## config.mk

```make
export PLATFORM = sky130hd
export DESIGN_NAME = display_shift_scheduler_flat
export DESIGN_NICKNAME = d
export VERILOG_FILES = /design/src/rtl/display_shift_scheduler_if.sv /design/src/rtl/display_shift_scheduler.sv /design/src/flat_wrapper.sv
export SDC_FILE = /design/constraint.sdc
export NUM_CORES = 1
export LEC_CHECK = 0
export BUFFER_PORTS_ARGS = -buffer_cell sky130_fd_sc_hd__buf_2
export CORE_ASPECT_RATIO = 1.25
export CORE_MARGIN = 5
export CORE_UTILIZATION = 47
export CTS_CLUSTER_SIZE = 40
export DETAILED_ROUTE_END_ITERATION = 6
export PLACE_DENSITY = 0.79
export SLEW_MARGIN = 20
export SYNTH_ARGS = -nofsm -noshare
export SYNTH_HDL_FRONTEND = slang
export SYNTH_SLANG_ARGS = --single-unit
```

## constraint.sdc

```tcl
create_clock -name i_clk -period 2.7 [get_ports i_clk]
set_input_delay 0.135 -clock i_clk [delete_from_list [all_inputs] [get_ports i_clk]]
set_output_delay 0.135 -clock i_clk [all_outputs]
set_load 0.05 [all_outputs]
```

## src/rtl/display_shift_scheduler_if.sv

```systemverilog
// Requester-side handshake bundle for display_shift_scheduler: enable, two valid/ready/data requesters.
interface display_shift_scheduler_if #(
    parameter int unsigned SHIFT_WIDTH = 48
) ();
    logic                   i_en;
    logic                   i_a_valid;
    logic [SHIFT_WIDTH-1:0] i_a_data;
    logic                   o_a_ready;
    logic                   i_b_valid;
    logic [SHIFT_WIDTH-1:0] i_b_data;
    logic                   o_b_ready;

    modport master (
        output i_en, i_a_valid, i_a_data, i_b_valid, i_b_data,
        input  o_a_ready, o_b_ready
    );

    modport slave (
        input  i_en, i_a_valid, i_a_data, i_b_valid, i_b_data,
        output o_a_ready, o_b_ready
    );
endinterface

```

## src/rtl/display_shift_scheduler.sv

```systemverilog
// Round-robin A/B frame scheduler that shifts a frame MSB-first on a divided serial clock, then latches.
// Optional SHIFT_SKIP_DUP_EN: frames identical to the last latched frame are acknowledged but not shifted.
module display_shift_scheduler #(
    parameter int unsigned SYS_CLK_HZ   = 50_000_000,
    parameter int unsigned SHIFT_CLK_HZ = 1_000_000,
    parameter int unsigned SHIFT_WIDTH  = 48
) (
    input  logic                        i_clk,
    input  logic                        i_reset_n,
    display_shift_scheduler_if.slave    bus,
    output logic                        o_serial_data,
    output logic                        o_serial_clk,
    output logic                        o_serial_latch,
    output logic                        o_busy,
    output logic                        o_last_grant
);

    localparam int unsigned HALF  = SYS_CLK_HZ / (2 * SHIFT_CLK_HZ);
    localparam int unsigned CNT_W = $clog2(HALF + 1);
    localparam int unsigned IDX_W = $clog2(SHIFT_WIDTH);

    localparam logic [CNT_W-1:0] CNT_LAST = CNT_W'(HALF - 1);
    localparam logic [IDX_W-1:0] IDX_MSB  = IDX_W'(SHIFT_WIDTH - 1);

    typedef enum logic [1:0] {
        ST_IDLE,
        ST_SHIFT_LO,
        ST_SHIFT_HI,
        ST_LATCH
    } state_e;

    state_e                 state_q, state_d;
    logic [CNT_W-1:0]       cnt_q, cnt_d;
    logic [IDX_W-1:0]       idx_q, idx_d;
    logic [SHIFT_WIDTH-1:0] frame_q, frame_d;
    logic                   last_grant_q, last_grant_d;
    logic                   sdata_q, sdata_d;
    logic                   sclk_q, sclk_d;
    logic                   latch_q, latch_d;
    logic                   busy_q, busy_d;
`ifdef SHIFT_SKIP_DUP_EN
    logic [SHIFT_WIDTH-1:0] shadow_q, shadow_d;
    logic                   shadow_vld_q, shadow_vld_d;
`endif

    logic                   grant_a_c;
    logic                   grant_b_c;
    logic                   accept_c;
    logic                   phase_done_c;
    logic [SHIFT_WIDTH-1:0] accept_data_c;

    // Round-robin grant; ready is only ever offered from IDLE and never while reset is asserted.
    always_comb begin
        grant_a_c     = (state_q == ST_IDLE) & i_reset_n & bus.i_en & bus.i_a_valid
                        & (~bus.i_b_valid | last_grant_q);
        grant_b_c     = (state_q == ST_IDLE) & i_reset_n & bus.i_en & bus.i_b_valid & ~grant_a_c;
        accept_c      = grant_a_c | grant_b_c;
        accept_data_c = grant_a_c ? bus.i_a_data : bus.i_b_data;
        phase_done_c  = (cnt_q == CNT_LAST);
    end

    assign bus.o_a_ready = grant_a_c;
    assign bus.o_b_ready = grant_b_c;

    // Next-state logic; serial outputs are derived from the next state so they register in step with it.
    always_comb begin
        state_d      = state_q;
        cnt_d        = cnt_q;
        idx_d        = idx_q;
        frame_d      = frame_q;
        last_grant_d = last_grant_q;
`ifdef SHIFT_SKIP_DUP_EN
        shadow_d     = shadow_q;
        shadow_vld_d = shadow_vld_q;
`endif

        case (state_q)
            ST_IDLE: begin
                if (accept_c) begin
                    frame_d      = accept_data_c;
                    idx_d        = IDX_MSB;
                    cnt_d        = '0;
                    last_grant_d = grant_b_c;
                    state_d      = ST_SHIFT_LO;
`ifdef SHIFT_SKIP_DUP_EN
                    if (shadow_vld_q && (accept_data_c == shadow_q)) begin
                        state_d = ST_IDLE;
                    end
`endif
                end
            end
            ST_SHIFT_LO: begin
                if (phase_done_c) begin
                    cnt_d   = '0;
                    state_d = ST_SHIFT_HI;
                end else begin
                    cnt_d = cnt_q + CNT_W'(1);
                end
            end
            ST_SHIFT_HI: begin
                if (phase_done_c) begin
                    cnt_d = '0;
                    if (idx_q == '0) begin
                        state_d = ST_LATCH;
                    end else begin
                        idx_d   = idx_q - IDX_W'(1);
                        state_d = ST_SHIFT_LO;
                    end
                end else begin
                    cnt_d = cnt_q + CNT_W'(1);
                end
            end
            ST_LATCH: begin
                if (phase_done_c) begin
                    cnt_d   = '0;
                    state_d = ST_IDLE;
`ifdef SHIFT_SKIP_DUP_EN
                    shadow_d     = frame_q;
                    shadow_vld_d = 1'b1;
`endif
                end else begin
                    cnt_d = cnt_q + CNT_W'(1);
                end
            end
            default: begin
                state_d = ST_IDLE;
            end
        endcase

        sclk_d  = (state_d == ST_SHIFT_HI);
        latch_d = (state_d == ST_LATCH);
        busy_d  = (state_d != ST_IDLE);
        sdata_d = ((state_d == ST_SHIFT_LO) || (state_d == ST_SHIFT_HI)) ? frame_d[idx_d] : 1'b0;
    end

    always_ff @(posedge i_clk or negedge i_reset_n) begin
        if (!i_reset_n) begin
            state_q      <= ST_IDLE;
            cnt_q        <= '0;
            idx_q        <= '0;
            frame_q      <= '0;
            last_grant_q <= 1'b1;
            sdata_q      <= 1'b0;
            sclk_q       <= 1'b0;
            latch_q      <= 1'b0;
            busy_q       <= 1'b0;
`ifdef SHIFT_SKIP_DUP_EN
            shadow_q     <= '0;
            shadow_vld_q <= 1'b0;
`endif
        end else begin
            state_q      <= state_d;
            cnt_q        <= cnt_d;
            idx_q        <= idx_d;
            frame_q      <= frame_d;
            last_grant_q <= last_grant_d;
            sdata_q      <= sdata_d;
            sclk_q       <= sclk_d;
            latch_q      <= latch_d;
            busy_q       <= busy_d;
`ifdef SHIFT_SKIP_DUP_EN
            shadow_q     <= shadow_d;
            shadow_vld_q <= shadow_vld_d;
`endif
        end
    end

    assign o_serial_data  = sdata_q;
    assign o_serial_clk   = sclk_q;
    assign o_serial_latch = latch_q;
    assign o_busy         = busy_q;
    assign o_last_grant   = last_grant_q;

endmodule

```

## src/flat_wrapper.sv

```systemverilog
// flat-port wrapper written by rule: the top's interface ports become plain ports
module display_shift_scheduler_flat 
#(
    parameter int unsigned SYS_CLK_HZ   = 50_000_000,
    parameter int unsigned SHIFT_CLK_HZ = 1_000_000,
    parameter int unsigned SHIFT_WIDTH  = 48
)
  (i_clk, i_reset_n, o_serial_data, o_serial_clk, o_serial_latch, o_busy, o_last_grant, bus_i_en, bus_i_a_valid, bus_i_a_data, bus_i_b_valid, bus_i_b_data, bus_o_a_ready, bus_o_b_ready);
  display_shift_scheduler_if #(.SHIFT_WIDTH(SHIFT_WIDTH)) bus_i ();
  input  logic i_clk;
  input  logic i_reset_n;
  output logic o_serial_data;
  output logic o_serial_clk;
  output logic o_serial_latch;
  output logic o_busy;
  output logic o_last_grant;
  input wire logic [$bits(bus_i.i_en)-1:0] bus_i_en;
  input wire logic [$bits(bus_i.i_a_valid)-1:0] bus_i_a_valid;
  input wire logic [$bits(bus_i.i_a_data)-1:0] bus_i_a_data;
  input wire logic [$bits(bus_i.i_b_valid)-1:0] bus_i_b_valid;
  input wire logic [$bits(bus_i.i_b_data)-1:0] bus_i_b_data;
  output wire logic [$bits(bus_i.o_a_ready)-1:0] bus_o_a_ready;
  output wire logic [$bits(bus_i.o_b_ready)-1:0] bus_o_b_ready;
  assign bus_i.i_en = bus_i_en;
  assign bus_i.i_a_valid = bus_i_a_valid;
  assign bus_i.i_a_data = bus_i_a_data;
  assign bus_i.i_b_valid = bus_i_b_valid;
  assign bus_i.i_b_data = bus_i_b_data;
  assign bus_o_a_ready = bus_i.o_a_ready;
  assign bus_o_b_ready = bus_i.o_b_ready;
  display_shift_scheduler #(.SYS_CLK_HZ(SYS_CLK_HZ), .SHIFT_CLK_HZ(SHIFT_CLK_HZ), .SHIFT_WIDTH(SHIFT_WIDTH)) u_core (.i_clk(i_clk), .i_reset_n(i_reset_n), .bus(bus_i), .o_serial_data(o_serial_data), .o_serial_clk(o_serial_clk), .o_serial_latch(o_serial_latch), .o_busy(o_busy), .o_last_grant(o_last_grant));
endmodule
```

# == Yosys cells after proc, flatten, opt, wreduce, memory -nomap -nowiden ==
# Cells that the tools add are included.
# totals
mem_bits_ro,0
input_bits,101
reg_bits,66
elab_cells,55
n_memories,0
latch_bits,0
ram_bits,0
# op_classes
eq_ne,8
n_div,0
reduce_logical,6
n_addsub,2
order_cmp,1
mul,0
shifts,0
mux,19
bitwise,10
# ops
op,count
$mux W48,3
$mux W6,3
$pmux W6 S2,1
$mux W2,5
$mux W5,2
$pmux W5 S2,1
$eq A2 B2 Y1 const B,4
$pmux W2 S4,1
$lt A6 B7 Y1 const B,1
$and A1 B1 Y1,6
$bmux W1 S6,1
$logic_not A6 Y1,1
$sub A6 B1 Y6 const B,1
$add A5 B1 Y5 const B,1
$eq A5 B5 Y1 const B,1
$eq A2 B1 Y1 const B,2
$reduce_or A3 Y1,1
$logic_not A2 Y1,1
$mux W1,2
$ne A2 B1 Y1 const B,1
$not A1 Y1,2
$or A1 B1 Y1,2
$reduce_and A2 Y1,1
$reduce_bool A2 Y1,1
$logic_or A1 B1 Y1,1

# == Longest topological paths before layout ==
# depth
depth_word,13
ltp_mapped,12

# == Least setup slack after synthesis ==
# No wires, ideal clock.
# synth_path
path_type,reg2reg
start,reg u_core.idx_q[0]
end,"reg u_core.sdata_q, in the netlist u_core.o_serial_data"
path_slack_ps,-6
t_arrival_ps,2570
path_stages_with_launch,12
period_less_slack_ps,2706
path_buffers,1
setup_time_ps,136
cell_sequence,dfrtp_1 > inv_1 > ha_1 > nor4b_2 > a211oi_4 > mux2i_4 > buf_4 > mux2_2 > mux2i_1 > o32ai_1 > o31ai_2 > a31oi_1
# synth_via
elab_chain_cells,7
# synth_rtl
element,line_no,text
"start, declared",display_shift_scheduler.sv:34,"logic [IDX_W-1:0] idx_q, idx_d;"
"start signal, assigned",display_shift_scheduler.sv:154,idx_q <= idx_d;
$sub A6 B1 Y6 / $logic_not A6 Y1 (equally long branches),"display_shift_scheduler.sv:106, display_shift_scheduler.sv:103",
$mux W6 / $mux W2 (equally long branches),display_shift_scheduler.sv:103,if (idx_q == '0) begin
$mux W6 / $mux W2 (equally long branches),display_shift_scheduler.sv:101,if (phase_done_c) begin
$pmux W6 S2 / $pmux W2 S4 (equally long branches),display_shift_scheduler.sv:77,case (state_q)
"$bmux W1 S6, or another cell as far along",display_shift_scheduler.sv:133,sdata_d = ((state_d == ST_SHIFT_LO) || (state_d == ST_SHIFT_HI)) ? frame_d[idx_d] : 1'b0;
$mux W1 (not written as such) / $logic_or A1 B1 Y1 (equally long branches),display_shift_scheduler.sv:133,
$mux W1 (*),display_shift_scheduler.sv:133,
named net u_core.sdata_d,display_shift_scheduler.sv:37,"logic sdata_q, sdata_d;"
"end signal, assigned",display_shift_scheduler.sv:157,sdata_q <= sdata_d;
"end, declared",display_shift_scheduler.sv:37,
# The timed path passes the listed nets; every way through them passes the cells marked *. The select of a mux whose other input is x is not followed.
# A chain may end at the register's enable or synchronous reset.

# == Worst setup path in the final report ==
# layout_path
start,reg u_core.cnt_q[0]
end,"reg u_core.sdata_q, in the netlist u_core.o_serial_data"
# layout_via
elab_chain_cells,6
# layout_rtl
element,line_no,text
"start, declared",display_shift_scheduler.sv:33,"logic [CNT_W-1:0] cnt_q, cnt_d;"
"start signal, assigned",display_shift_scheduler.sv:153,cnt_q <= cnt_d;
$eq A5 B5 Y1 (*),display_shift_scheduler.sv:59,phase_done_c = (cnt_q == CNT_LAST);
"$mux W6, or another cell as far along",display_shift_scheduler.sv:101,
$pmux W6 S2 / $pmux W2 S4 (equally long branches),display_shift_scheduler.sv:77,
"$bmux W1 S6, or another cell as far along",display_shift_scheduler.sv:133,
$mux W1 (not written as such) / $logic_or A1 B1 Y1 (equally long branches),display_shift_scheduler.sv:133,
$mux W1 (*),display_shift_scheduler.sv:133,
named net u_core.sdata_d,display_shift_scheduler.sv:37,
# Marked as above.

==> results.json <==
{
  "worst_slew_pin_slew_ns": 0.810,
  "synth.most_common_cell": "nand2_1",
  "routed_wl_um": 10200,
  "die_h_um": 110,
  "port_buffers": 107,
  "clk_path_buf_depth": 2,
  "cap_violations": 0,
  "antenna_cells": 0,
  "grt_pass1_wl_um": 16300,
  "period_share": 1.02,
  "maxSlewViolCount": 0,
  "ys_types": 51,
  "firstDrtPassIters": 5,
  "endpoint_kind": "flip-flop",
  "setup_viol_count_final": 1,
  "yosys_warnings": 0,
  "drc": 0,
  "final_antenna_net_count": 0,
  "overflow": 0,
  "antenna_found_initial": 0,
  "path_class": "flip-flop to flip-flop",
  "layout.nets": 654,
  "grt_usage": 0.203,
  "clk_latency_ns": 0.34,
  "syn_to_final_growth_pct": 26.2,
  "pwr-share-clk": 0.181,
  "power.leakage_nw": 2.28,
  "place_inst": 623,
  "start_kind": "flip-flop",
  "clock.fmax_mhz": 362,
  "cts.clk_slew.worst_paths_ns": 0.07,
  "syn_area_per_cell_sq_um": 8.80,
  "via_per_inst": 5.67,
  "syn_nets": 536,
  "die_x_um": 90.2,
  "synthCells": 429,
  "p_int_mw": 2.72,
  "cp.required_ns": 2.91,
  "fp-row-count": 36,
  "fp.dieArea_sq_um": 9940,
  "violations": "negative setup slack",
  "max-slew-margin-rel": 0.460,
  "ctsHoldBuffers": 0,
  "synth_ff_type": "dfrtp_1",
  "synthArstFlopShare": 1.00,
  "cts_sinks": 66,
  "tns_ns": -0.0610,
  "p_sw_mw": 1.74,
  "cts_tree": "done",
  "min_path_type": "input pin to asynchronous set/reset pin",
  "io_pins": 108,
  "synth_edf_count": 0,
  "core_area_sq_um": 7840,
  "yosysTopAreaCell": "dfrtp_1",
  "status": "finished, violations left",
  "dp_hpwl_um": 7420,
  "synthesis.area_sq_um": 3770,
  "setup_slack_ns": -0.0610,
  "skew_ns": 0.00557,
  "grt_max_degree": 67,
  "start_util": 0.482,
  "fin_crit_ns": 2.76,
  "place_congestion": 0.884,
  "power_density_nw_per_um2": 936,
  "vdd_drop_max_v": 0.000500,
  "rsz0062_at_grt": "yes",
  "switching_share": 0.390,
  "comb_power_share": 0.450,
  "first_global_vias": 3439,
  "seq_power_share": 0.369,
  "ys_seq_elements": 66,
  "synth_area_leaders": "dfrtp_1 (43%), a21oi_1 (7.6%), nand2_1 (7.6%)",
  "synth.top_cell.area_share": 0.431,
  "htreeDepth": 3,
  "ys_seq_area_frac": 0.438,
  "yosys-top-cells-count": "nand2_1 (76), dfrtp_1 (65), a21oi_1 (57)",
  "worstPathMaxFanout": 11,
  "worstPathArrival_ns": 2.97,
  "drive_gt1_frac": 0.313,
  "hold_viol": 0,
  "cts-root-buf": "clkbuf_8",
  "numCtsBuffers": 9,
  "drt_iter0_drc": 254,
  "fin_cells": 647,
  "fin_total_pwr_mw": 4.46,
  "wl_per_cell_um": 15.7,
  "whs_ns": 0.000638,
  "vias": 3666
}
[registers in the layout, indices dropped and copies added, names as in the netlist]
register / cells
u_core.o_serial_latch: 1
u_core.frame_q: 48
u_core.o_serial_data: 1
u_core.o_serial_clk: 1
u_core.o_last_grant: 1
u_core.o_busy: 1
u_core.cnt_q: 5
u_core.idx_q: 6
u_core.state_q: 2
[logic make-up after synthesis]
group,after synthesis,share of synthesized area
simple gates,154,0.184
flops,66,0.438
fa+ha+maj,6,0.0199
mux,18,0.0570
buf+inv,41,0.0563
compound gates,144,0.245
[worst max-delay path, stage by stage, from the launching register on]
cell      delay [ns]
dfrtp_1         0.38
inv_1           0.09
ha_4            0.15
nand4b_4        0.15
a211oi_4        0.33
mux2i_4         0.34
buf_4           0.16
buf_12          0.13
a311oi_1        0.05
a211oi_1        0.27
a211oi_1        0.08
o41ai_1         0.37
a31oi_1         0.13
[power by group through the flow]
stage                     sequential, mW  combinational (mW)  clock, mW
final                               1.64                2.01      0.805
after global routing                1.69                2.20      0.864
after CTS                           1.64                1.94      0.814
after detailed placement            1.66                1.88          0
after global placement              1.63                1.84          0
after floorplan                     1.73                1.22          0
[area by class of cell]
cell class                      count  area, sq um
Fill cell                         689         3070
Multi-Input combinational cell    322         1930
Sequential cell                    66         1650
Timing Repair Buffer              134          812
Clock buffer                        9          124
Tap cell                           95          119
Clock inverter                      7         70.1
Inverter                           14         52.6
[per-stage QoR]
stage	area, sq um	utilization	worst slack, ns
detailed placement	4460	0.569	-0.0291
finish	4760	0.608	-0.0610
global placement	4460	0.569	0.0612
global route	4760	0.608	-0.212
floorplan	3780	-	0.0260
CTS	4700	0.600	0.000122
[cell usage in the layout, fill, tap and decap left out, drive strengths merged, types with 2 or more instances in the layout]
cell type / n
nor2b: 4
o211ai: 2
ha: 6
clkinv: 2
a211oi: 24
clkinvlp: 4
a31oi: 20
nand2b: 7
a311oi: 12
nand3: 3
nand2: 76
nor2: 50
mux2: 5
o21ai: 17
mux2i: 12
inv: 14
nor3: 3
clkbuf: 9
a21oi: 57
o22a: 2
o31ai: 3
dfrtp: 65
o41ai: 2
buf: 134
[repair_timing]
action	CTS	global route
gates cloned	1	0
gates resized for setup	3	5
endpoints found under the setup margin	1	1
setup buffers	1	6
pin swaps	1	5
hold endpoints to repair	0	0
[metal layers]
layer	share of wire	track usage
met5	0	0
met4	0.018	0.0723
met3	0.055	0.0373
met2	0.51	0.361
met1	0.42	0.248
[worst paths after layout]
check / startpoint / endpoint / cells after the start / slack, ns
worst min-delay path: i_reset_n / u_core.cnt_q[3] / 2 / 0.0006
min in group i_clk: bus_i_b_data[18] / u_core.frame_q[18] / 3 / 0.05
worst min register to register: u_core.o_last_grant / u_core.o_last_grant / 1 / 0.53
worst max register to register: u_core.cnt_q[0] / u_core.o_serial_data / 12 / -0.06
max in group asynchronous: i_reset_n / u_core.frame_q[8] / 2 / 2.17
worst max-delay path: u_core.cnt_q[0] / u_core.o_serial_data / 12 / -0.06
No activity file was read; power rests on OpenSTA's default activity.
